## src/rtl/countdown_timer_core_pkg.sv

```systemverilog
// Shared constants and helpers for the countdown timer.
// Contents: FSM state codes, field codes, counter widths and limits,
//           field-value and field-select step helpers.
package countdown_timer_core_pkg;

   localparam int unsigned STATE_W = 3;
   localparam int unsigned FIELD_W = 2;
   localparam int unsigned MS_W    = 10;
   localparam int unsigned SEC_W   = 6;
   localparam int unsigned MIN_W   = 6;

   // FSM state encoding (visible on o_state)
   localparam logic [STATE_W-1:0] ST_INIT   = 3'd0;
   localparam logic [STATE_W-1:0] ST_FINISH = 3'd1;
   localparam logic [STATE_W-1:0] ST_PAUSE  = 3'd2;
   localparam logic [STATE_W-1:0] ST_RUN    = 3'd3;
   localparam logic [STATE_W-1:0] ST_SET    = 3'd4;

   // Field under edit in SET
   localparam logic [FIELD_W-1:0] FLD_SEC = 2'd0;
   localparam logic [FIELD_W-1:0] FLD_MIN = 2'd1;
   localparam logic [FIELD_W-1:0] FLD_HR  = 2'd2;

   localparam logic [MS_W-1:0]  MS_MAX  = 10'd999;
   localparam logic [SEC_W-1:0] SEC_MAX = 6'd59;
   localparam logic [MIN_W-1:0] MIN_MAX = 6'd59;

   // Wrapping +/-1 on a 6-bit sec/min field
   function automatic logic [5:0] wrap_step6(input logic [5:0] v,
                                             input logic [5:0] max_v,
                                             input logic       up);
      logic [5:0] r;
      if (up) r = (v >= max_v) ? 6'd0 : v + 6'd1;
      else    r = (v == 6'd0) ? max_v : v - 6'd1;
      return r;
   endfunction

   // Field rotation: right = sec->min->hr->sec, left = reverse
   function automatic logic [FIELD_W-1:0] field_step(input logic [FIELD_W-1:0] f,
                                                     input logic               right);
      logic [FIELD_W-1:0] r;
      case (f)
         FLD_SEC: r = right ? FLD_MIN : FLD_HR;
         FLD_MIN: r = right ? FLD_HR  : FLD_SEC;
         FLD_HR:  r = right ? FLD_SEC : FLD_MIN;
         default: r = FLD_SEC;
      endcase
      return r;
   endfunction

endpackage

```

## src/rtl/countdown_timer_core_if.sv

```systemverilog
// Button/display bundle between the debouncers, the timer core and the display mux.
// i_set/i_up/i_down/i_left/i_right : 1-cycle button pulses into the core
// o_ms/o_sec/o_min/o_hr             : remaining time
// o_state/o_field                   : FSM state code, field under edit
// o_done/o_alarm                    : expiry pulse, alarm level
// slave modport = timer core, master modport = button/display side.
interface countdown_timer_core_if #(
   parameter int unsigned HR_W = 5
);
   import countdown_timer_core_pkg::*;

   logic               i_set;
   logic               i_up;
   logic               i_down;
   logic               i_left;
   logic               i_right;
   logic [MS_W-1:0]    o_ms;
   logic [SEC_W-1:0]   o_sec;
   logic [MIN_W-1:0]   o_min;
   logic [HR_W-1:0]    o_hr;
   logic [STATE_W-1:0] o_state;
   logic [FIELD_W-1:0] o_field;
   logic               o_done;
   logic               o_alarm;

   modport master (
      output i_set, i_up, i_down, i_left, i_right,
      input  o_ms, o_sec, o_min, o_hr, o_state, o_field, o_done, o_alarm
   );

   modport slave (
      input  i_set, i_up, i_down, i_left, i_right,
      output o_ms, o_sec, o_min, o_hr, o_state, o_field, o_done, o_alarm
   );

endinterface

```

## src/rtl/countdown_timer_core_ms_tick_gen.sv

```systemverilog
// ms_tick_gen: millisecond prescaler.
// Counts 0..CLK_PER_MS-1 while i_en, holds otherwise, i_clr forces 0.
// o_tick is high during the enabled terminal-count cycle.
// Ports: i_clk, i_rstn (async active-low), i_en, i_clr, o_tick.
module ms_tick_gen #(
   parameter int unsigned CLK_PER_MS = 1000
) (
   input  logic i_clk,
   input  logic i_rstn,
   input  logic i_en,
   input  logic i_clr,
   output logic o_tick
);

   localparam int unsigned CNT_W = (CLK_PER_MS > 1) ? $clog2(CLK_PER_MS) : 1;
   localparam logic [CNT_W-1:0] CNT_LAST = CNT_W'(CLK_PER_MS - 1);

   logic [CNT_W-1:0] cnt_q, cnt_d;

   // Next count
   always_comb begin
      cnt_d = cnt_q;
      if (i_clr) begin
         cnt_d = '0;
      end else if (i_en) begin
         cnt_d = (cnt_q == CNT_LAST) ? '0 : cnt_q + CNT_W'(1);
      end
   end

   always_ff @(posedge i_clk or negedge i_rstn) begin
      if (!i_rstn) cnt_q <= '0;
      else         cnt_q <= cnt_d;
   end

   // Terminal-count strobe
   assign o_tick = i_en && (cnt_q == CNT_LAST);

endmodule

```

## src/rtl/countdown_timer_core.sv

```systemverilog
// countdown_timer_core: countdown timer with ms/sec/min/hr counters, preset,
// ms prescaler and control FSM (INIT, SET, PAUSE, RUN, FINISH).
// Ports: i_clk, i_rstn (async active-low), bus (countdown_timer_core_if.slave):
//   buttons in, remaining time / state / field / done / alarm out.
// Build option: TIMER_AUTORELOAD_EN -- on expiry reload the preset and keep
//   running instead of stopping in FINISH; o_alarm stays 0.
module countdown_timer_core
   import countdown_timer_core_pkg::*;
#(
   parameter int unsigned CLK_PER_MS = 1000,
   parameter int unsigned HR_W       = 5,
   parameter int unsigned HR_MAX     = 23
) (
   input  logic                   i_clk,
   input  logic                   i_rstn,
   countdown_timer_core_if.slave  bus
);

   localparam logic [HR_W-1:0] HR_MAX_V = HR_W'(HR_MAX);

   logic [STATE_W-1:0] state_q, state_d;
   logic [FIELD_W-1:0] field_q, field_d;
   logic [MS_W-1:0]    ms_q, ms_d;
   logic [SEC_W-1:0]   sec_q, sec_d;
   logic [MIN_W-1:0]   min_q, min_d;
   logic [HR_W-1:0]    hr_q, hr_d;
   logic [SEC_W-1:0]   pre_sec_q, pre_sec_d;
   logic [MIN_W-1:0]   pre_min_q, pre_min_d;
   logic [HR_W-1:0]    pre_hr_q, pre_hr_d;
   logic               done_q, done_d;
   logic               alarm_q, alarm_d;

   logic               tick;
   logic               rlud;
   logic               time_nz;
   logic               last_ms;
   logic               presc_en;
   logic               presc_clr;
   logic [MS_W-1:0]    ms_dec;
   logic [SEC_W-1:0]   sec_dec;
   logic [MIN_W-1:0]   min_dec;
   logic [HR_W-1:0]    hr_dec;

   assign rlud     = bus.i_up | bus.i_down | bus.i_left | bus.i_right;
   assign time_nz  = (hr_q != '0) || (min_q != '0) || (sec_q != '0);
   assign last_ms  = !time_nz && (ms_q == MS_W'(1));
   assign presc_en = (state_q == ST_RUN);
   // i_set from any state other than SET always lands in SET
   assign presc_clr = bus.i_set && (state_q != ST_SET);

   ms_tick_gen #(
      .CLK_PER_MS (CLK_PER_MS)
   ) u_tick (
      .i_clk  (i_clk),
      .i_rstn (i_rstn),
      .i_en   (presc_en),
      .i_clr  (presc_clr),
      .o_tick (tick)
   );

   // One-ms decrement with borrow chain ms->sec->min->hr
   always_comb begin
      ms_dec  = ms_q - MS_W'(1);
      sec_dec = sec_q;
      min_dec = min_q;
      hr_dec  = hr_q;
      if (ms_q == '0) begin
         ms_dec  = MS_MAX;
         sec_dec = sec_q - SEC_W'(1);
         if (sec_q == '0) begin
            sec_dec = SEC_MAX;
            min_dec = min_q - MIN_W'(1);
            if (min_q == '0) begin
               min_dec = MIN_MAX;
               hr_dec  = hr_q - HR_W'(1);
            end
         end
      end
   end

   // Next-state and counter update
   always_comb begin
      state_d   = state_q;
      field_d   = field_q;
      ms_d      = ms_q;
      sec_d     = sec_q;
      min_d     = min_q;
      hr_d      = hr_q;
      pre_sec_d = pre_sec_q;
      pre_min_d = pre_min_q;
      pre_hr_d  = pre_hr_q;
      done_d    = 1'b0;

      case (state_q)
         ST_INIT: begin
            if (bus.i_set) begin
               state_d = ST_SET;
               field_d = FLD_SEC;
               ms_d    = '0;
            end
         end

         ST_SET: begin
            if (bus.i_set) begin
               pre_sec_d = sec_q;
               pre_min_d = min_q;
               pre_hr_d  = hr_q;
               state_d   = time_nz ? ST_PAUSE : ST_INIT;
            end else begin
               // Edit applies to the field selected before any move this cycle
               if (bus.i_up ^ bus.i_down) begin
                  case (field_q)
                     FLD_SEC: sec_d = wrap_step6(sec_q, SEC_MAX, bus.i_up);
                     FLD_MIN: min_d = wrap_step6(min_q, MIN_MAX, bus.i_up);
                     FLD_HR: begin
                        if (bus.i_up) hr_d = (hr_q >= HR_MAX_V) ? '0 : hr_q + HR_W'(1);
                        else          hr_d = (hr_q == '0) ? HR_MAX_V : hr_q - HR_W'(1);
                     end
                     default: ;
                  endcase
               end
               if (bus.i_left ^ bus.i_right) begin
                  field_d = field_step(field_q, bus.i_right);
               end
            end
         end

         ST_PAUSE: begin
            if (bus.i_set) begin
               state_d = ST_SET;
               field_d = FLD_SEC;
               ms_d    = '0;
            end else if (rlud) begin
               state_d = ST_RUN;
            end
         end

         ST_RUN: begin
            if (bus.i_set) begin
               state_d = ST_SET;
               field_d = FLD_SEC;
               ms_d    = '0;
            end else begin
               if (tick) begin
                  if (last_ms) begin
                     done_d = 1'b1;
`ifdef TIMER_AUTORELOAD_EN
                     ms_d  = '0;
                     sec_d = pre_sec_q;
                     min_d = pre_min_q;
                     hr_d  = pre_hr_q;
                     if ((pre_sec_q == '0) && (pre_min_q == '0) && (pre_hr_q == '0)) begin
                        state_d = ST_FINISH;
                     end
`else
                     ms_d    = '0;
                     sec_d   = '0;
                     min_d   = '0;
                     hr_d    = '0;
                     state_d = ST_FINISH;
`endif
                  end else begin
                     ms_d  = ms_dec;
                     sec_d = sec_dec;
                     min_d = min_dec;
                     hr_d  = hr_dec;
                  end
               end
               // Pause wins over staying in RUN, but expiry wins over pause
               if (rlud && (state_d == ST_RUN)) begin
                  state_d = ST_PAUSE;
               end
            end
         end

         ST_FINISH: begin
            if (bus.i_set) begin
               state_d = ST_SET;
               field_d = FLD_SEC;
               ms_d    = '0;
               sec_d   = '0;
               min_d   = '0;
               hr_d    = '0;
            end else if (rlud) begin
               state_d = ST_INIT;
               ms_d    = '0;
               sec_d   = pre_sec_q;
               min_d   = pre_min_q;
               hr_d    = pre_hr_q;
            end
         end

         default: begin
            state_d = ST_INIT;
         end
      endcase
   end

   // Alarm level follows FINISH (never raised in auto-reload builds)
   always_comb begin
      alarm_d = 1'b0;
`ifndef TIMER_AUTORELOAD_EN
      alarm_d = (state_d == ST_FINISH);
`endif
   end

   always_ff @(posedge i_clk or negedge i_rstn) begin
      if (!i_rstn) begin
         state_q   <= ST_INIT;
         field_q   <= FLD_SEC;
         ms_q      <= '0;
         sec_q     <= '0;
         min_q     <= '0;
         hr_q      <= '0;
         pre_sec_q <= '0;
         pre_min_q <= '0;
         pre_hr_q  <= '0;
         done_q    <= 1'b0;
         alarm_q   <= 1'b0;
      end else begin
         state_q   <= state_d;
         field_q   <= field_d;
         ms_q      <= ms_d;
         sec_q     <= sec_d;
         min_q     <= min_d;
         hr_q      <= hr_d;
         pre_sec_q <= pre_sec_d;
         pre_min_q <= pre_min_d;
         pre_hr_q  <= pre_hr_d;
         done_q    <= done_d;
         alarm_q   <= alarm_d;
      end
   end

   assign bus.o_ms    = ms_q;
   assign bus.o_sec   = sec_q;
   assign bus.o_min   = min_q;
   assign bus.o_hr    = hr_q;
   assign bus.o_state = state_q;
   assign bus.o_field = field_q;
   assign bus.o_done  = done_q;
   assign bus.o_alarm = alarm_q;

endmodule

```

## src/flat_wrapper.sv

```systemverilog
// flat-port wrapper written by rule: the top's interface ports become plain ports
module countdown_timer_core_flat import countdown_timer_core_pkg::*;
#(
   parameter int unsigned CLK_PER_MS = 1000,
   parameter int unsigned HR_W       = 5,
   parameter int unsigned HR_MAX     = 23
)
  (i_clk, i_rstn, bus_i_set, bus_i_up, bus_i_down, bus_i_left, bus_i_right, bus_o_ms, bus_o_sec, bus_o_min, bus_o_hr, bus_o_state, bus_o_field, bus_o_done, bus_o_alarm);
  countdown_timer_core_if #(.HR_W(HR_W)) bus_i ();
  input  logic i_clk;
  input  logic i_rstn;
  input wire logic [$bits(bus_i.i_set)-1:0] bus_i_set;
  input wire logic [$bits(bus_i.i_up)-1:0] bus_i_up;
  input wire logic [$bits(bus_i.i_down)-1:0] bus_i_down;
  input wire logic [$bits(bus_i.i_left)-1:0] bus_i_left;
  input wire logic [$bits(bus_i.i_right)-1:0] bus_i_right;
  output wire logic [$bits(bus_i.o_ms)-1:0] bus_o_ms;
  output wire logic [$bits(bus_i.o_sec)-1:0] bus_o_sec;
  output wire logic [$bits(bus_i.o_min)-1:0] bus_o_min;
  output wire logic [$bits(bus_i.o_hr)-1:0] bus_o_hr;
  output wire logic [$bits(bus_i.o_state)-1:0] bus_o_state;
  output wire logic [$bits(bus_i.o_field)-1:0] bus_o_field;
  output wire logic [$bits(bus_i.o_done)-1:0] bus_o_done;
  output wire logic [$bits(bus_i.o_alarm)-1:0] bus_o_alarm;
  assign bus_i.i_set = bus_i_set;
  assign bus_i.i_up = bus_i_up;
  assign bus_i.i_down = bus_i_down;
  assign bus_i.i_left = bus_i_left;
  assign bus_i.i_right = bus_i_right;
  assign bus_o_ms = bus_i.o_ms;
  assign bus_o_sec = bus_i.o_sec;
  assign bus_o_min = bus_i.o_min;
  assign bus_o_hr = bus_i.o_hr;
  assign bus_o_state = bus_i.o_state;
  assign bus_o_field = bus_i.o_field;
  assign bus_o_done = bus_i.o_done;
  assign bus_o_alarm = bus_i.o_alarm;
  countdown_timer_core #(.CLK_PER_MS(CLK_PER_MS), .HR_W(HR_W), .HR_MAX(HR_MAX)) u_core (.i_clk(i_clk), .i_rstn(i_rstn), .bus(bus_i));
endmodule
```

## config.mk

```make
export PLATFORM = sky130hd
export DESIGN_NAME = countdown_timer_core_flat
export DESIGN_NICKNAME = d
export VERILOG_FILES = /design/src/rtl/countdown_timer_core_pkg.sv /design/src/rtl/countdown_timer_core_if.sv /design/src/rtl/countdown_timer_core_ms_tick_gen.sv /design/src/rtl/countdown_timer_core.sv /design/src/flat_wrapper.sv
export SDC_FILE = /design/constraint.sdc
export NUM_CORES = 1
export LEC_CHECK = 0
export ABC_AREA = 1
export CAP_MARGIN = 40
export CELL_PAD_IN_SITES_DETAIL_PLACEMENT = 1
export CELL_PAD_IN_SITES_GLOBAL_PLACEMENT = 1
export CORE_ASPECT_RATIO = 0.9
export CORE_UTILIZATION = 35
export DETAILED_ROUTE_END_ITERATION = 7
export PLACE_DENSITY = 0.78
export SYNTH_ARGS = -nofsm -noshare
export SYNTH_HDL_FRONTEND = slang
export SYNTH_SLANG_ARGS = --single-unit
```

## constraint.sdc

```tcl
create_clock -name i_clk -period 1.8 [get_ports i_clk]
set_input_delay 0.18 -clock i_clk [delete_from_list [all_inputs] [get_ports i_clk]]
set_output_delay 0.18 -clock i_clk [all_outputs]
set_load 0.005 [all_outputs]
```

==> key figures <==
Status
  • Status: complete, no violations

Route
  • DR iter-0 viols: 244
  • Routed vias/inst: 5.18
  • Routed len/inst: 16.6 um
  • Final WL: 14500 um
  • Drt pass-1 iters: 4
  • Routed via count: 4542
  • DRC viols: 0
  • Antenna-violating nets left: 0

STA
  • Worst slew pin tran: 0.430 ns
  • Final setup vio count: 0
  • FMAX: 0.569 GHz
  • Max-slew violations: 0
  • Relative slew slack: 71.0%
  • Fin crit period: 1.76 ns
  • Clk_skew: 0.00782 ns
  • Total Negative Setup Slacks: 0 ns
  • RSZ-0062 raised after global routing: true
  • Crit share post-route: 97.7%
  • Final hold vios: 0

Critical path
  • R2r setup slk: 0.04 ns
  • Worst Path Required: 2.08 ns
  • CP startpoint kind: flip-flop
  • Max stage delay on crit path: 0.42 ns
  • Top cell by count, worst path: inv_2
  • Levels on crit path: 11
  • Worst-path maximum fanout: 6
  • CP top delay family: simple AND/OR/NAND/NOR gates
  • RR Endpoint: u_core.bus.o_min[5]
  • CP startpoint: u_core.bus.o_sec[0]
  • CP max-delay cell: dfrtp_1
  • RR Startpoint: u_core.bus.o_sec[0]
  • CP Cell Sequence: inv_2 > ha_4 > nand4_4 > inv_2 > nand3_4 > nand2_4 > nand2_8 > nor2_8 > buf_4 > nand3_1 > nand2_1
  • CP Capture Point: u_core.bus.o_min[5]
  • Classification of the worst setup path: reg -> reg
  • R2r worst-path depth: 11
  • Critical Path AT: 2.03 ns
  • Buf+Inv Stages, Crit Path: 3
  • Worst setup EP type: flip-flop

Yosys
  • Net Count, Synth: 627
  • Post-synth EDFFs: 0
  • Post-Syn Instances: 606
  • Top cell type's share of synthesized area: 35.3%
  • Seq/Total Area, Yosys: 35.3%
  • Cell taking the most area after synthesis: dfrtp_1
  • Flops & latches, synth: 61
  • Post-synth ARST share: 100%
  • Synthesized area: 4320 um^2
  • Distinct cell type count after synthesis: 37
  • Mean post-synth cell area: 7.13 um^2
  • Synth top area cells: dfrtp_1 35%, nand2_1 17%, nand3_1 7.3%
  • Yosys Warn Count: 0
  • Synth Flop Type: dfrtp_1

Power and ir drop
  • VDD IR-drop max: 472 uV
  • Power per cell area: 1500 nW/um^2
  • Leakage: 0.00283 uW

GRT
  • Initial antenna violation count: 0
  • GRT overflow: 0
  • Vias in the first global route: 4737
  • GRT Total Usage: 23.4%
  • First-pass GRT wire length: 23700 um
  • Largest net degree at the start of global routing: 62

CTS
  • Clock transition at path regs: 0.05 ns
  • Total CTS buffers: 9
  • CTS H-tree depth: 3
  • Maximum clock path buffer count: 2
  • # clock sinks: 61
  • Clk Latency, worst-skew pair: 0.34 ns
  • CTS tree: yes
  • CTS root buf: clkbuf_16

Die
  • Initial Utilization: 35.9%
  • Die Y: 107 um
  • Io pins: 41
  • Rows: 38
  • Core area: 12000 um^2
  • DIE WIDTH: 119 um
  • Die area: 12800 um^2

Cells and area
  • Layout cells sized above 1: 20.8%
  • # diodes: 0
  • Layout area overhead: 34.0%
  • Commonest non-fill, non-tap cells in the layout: 186 x nand2_1, 67 x buf_4, 61 x nand3_1, 58 x dfrtp_1, 55 x inv_1
  • FILL cells: 1515
  • Commonest non-fill, non-tap cell in the layout: nand2_1
  • Final #Nets: 735
  • Final std cells w/o fill: 877

Job
  • Max_cap viols: 0

Placed design
  • Cell count after placement: 850
  • GPL Wtd Cong: 0.857
  • Hpwl dp: 10200 um
  • IO buf count: 40

Hold path
  • Hold Crit Class: in -> async
==> area by class of cell <==
cell class                      count  area, um^2  area share, %
Clock inverter                      2        10.0          0.173
Tap cell                          160         200           3.46
Sequential cell                    61        1530           26.4
Clock buffer                       12         256           4.43
Timing Repair Buffer              114         993           17.2
Inverter                           68         263           4.54
Multi-Input combinational cell    460        2540           43.8
==> worst reg2reg max path, delay by kind of cell, from the launching register on <==
kind,cells,cell delay [ns]
and+or+nand+nor,7,0.78
buffers and inverters,3,0.35
adders and majority gates,1,0.14
DFF,1,0.42
==> cells in the mapped netlist, types with 2 or more instances <==
master / n
a21oi_1: 12
buf_2: 5
dfrtp_1: 61
nand4_1: 10
nor2_1: 41
buf_4: 3
nand3_2: 2
nor2_4: 3
o211ai_1: 6
nand3_4: 2
xor2_1: 15
ha_1: 14
inv_2: 6
o21ai_0: 54
o31ai_1: 5
a31oi_1: 2
nor2_2: 4
or2_2: 2
inv_1: 60
inv_4: 2
nand2_4: 3
nor2_8: 4
o22ai_1: 6
nand3_1: 63
nor3_1: 6
clkbuf_1: 4
buf_6: 4
buf_1: 2
nand2_1: 191
nand3b_1: 4
nand2_2: 4
==> power breakdown <==
part	switching (uW)	internal [uW]
clock	623	986
sequential	334	1770
combinational	2840	2150
total	3800	4910
==> state kept, by name, summed over array words and instances, names as in the netlist <==
name,cells
u_core.bus.o_alarm,1
u_core.pre_sec_q,6
u_core.pre_min_q,6
u_core.bus.o_sec,6
u_core.bus.o_state,3
u_core.bus.o_hr,5
u_core.bus.o_done,1
u_core.pre_hr_q,5
u_core.bus.o_ms,10
u_core.bus.o_min,6
u_core.bus.o_field,2
u_core.u_tick.cnt_q,10
==> metrics by stage <==
step | util (%) | hold slack (ns) | worst slack, ns | instance area [um^2] | total power (uW)
final | 48.1 | 0.403 | 0.0420 | 5790 | 8710
after global routing | 48.1 | 0.437 | -0.0375 | 5790 | 9380
after CTS | 46.3 | 0.413 | 0.000702 | 5570 | 8290
after detailed placement | 44.0 | 0.233 | -0.227 | 5290 | 6600
after global placement | 44.0 | 0.225 | -0.177 | 5290 | 6390
after floorplan | - | -0.116 | 0.0342 | 4320 | 4790
==> how the worst min path moves through the flow <==
stage / cells after the start / slack (ns) / start / endpoint
floorplan: 0 / -0.12 / i_rstn / u_core.bus.o_alarm
global placement: 2 / 0.22 / i_rstn / u_core.bus.o_sec[3]
detailed placement: 2 / 0.23 / i_rstn / u_core.bus.o_sec[3]
CTS: 3 / 0.41 / i_rstn / u_core.bus.o_sec[4]
global route: 3 / 0.44 / i_rstn / u_core.pre_hr_q[0]
finish: 3 / 0.40 / i_rstn / u_core.bus.o_min[5]
==> cell families after synthesis <==
| group | after synthesis | share of synthesized area (%) |
|---|---|---|
| AND/OR/NAND/NOR | 343 | 37.9 |
| AO/OA/AOI/OAI | 87 | 11.0 |
| buffers and inverters | 86 | 8.69 |
| flip-flops | 61 | 35.3 |
| XOR/XNOR | 15 | 3.04 |
| adder cells (fa/ha/maj) | 14 | 4.05 |
==> per-layer routing <==
layer	track usage [%]	wire, um
met3	2.91	417
met4	7.59	266
met5	0	0
met2	41.1	7160
met1	29.7	6670
==> timing repair <==
| item | CTS | global route |
|---|---|---|
| endpoints found under the hold margin | 61 | 0 |
| hold buffers | 1 | 0 |
| setup buffers | 0 | 11 |
| gates resized for setup | 0 | 45 |
| setup endpoints to repair | 0 | 24 |
Note: power is estimated with default switching activity, not from simulation.
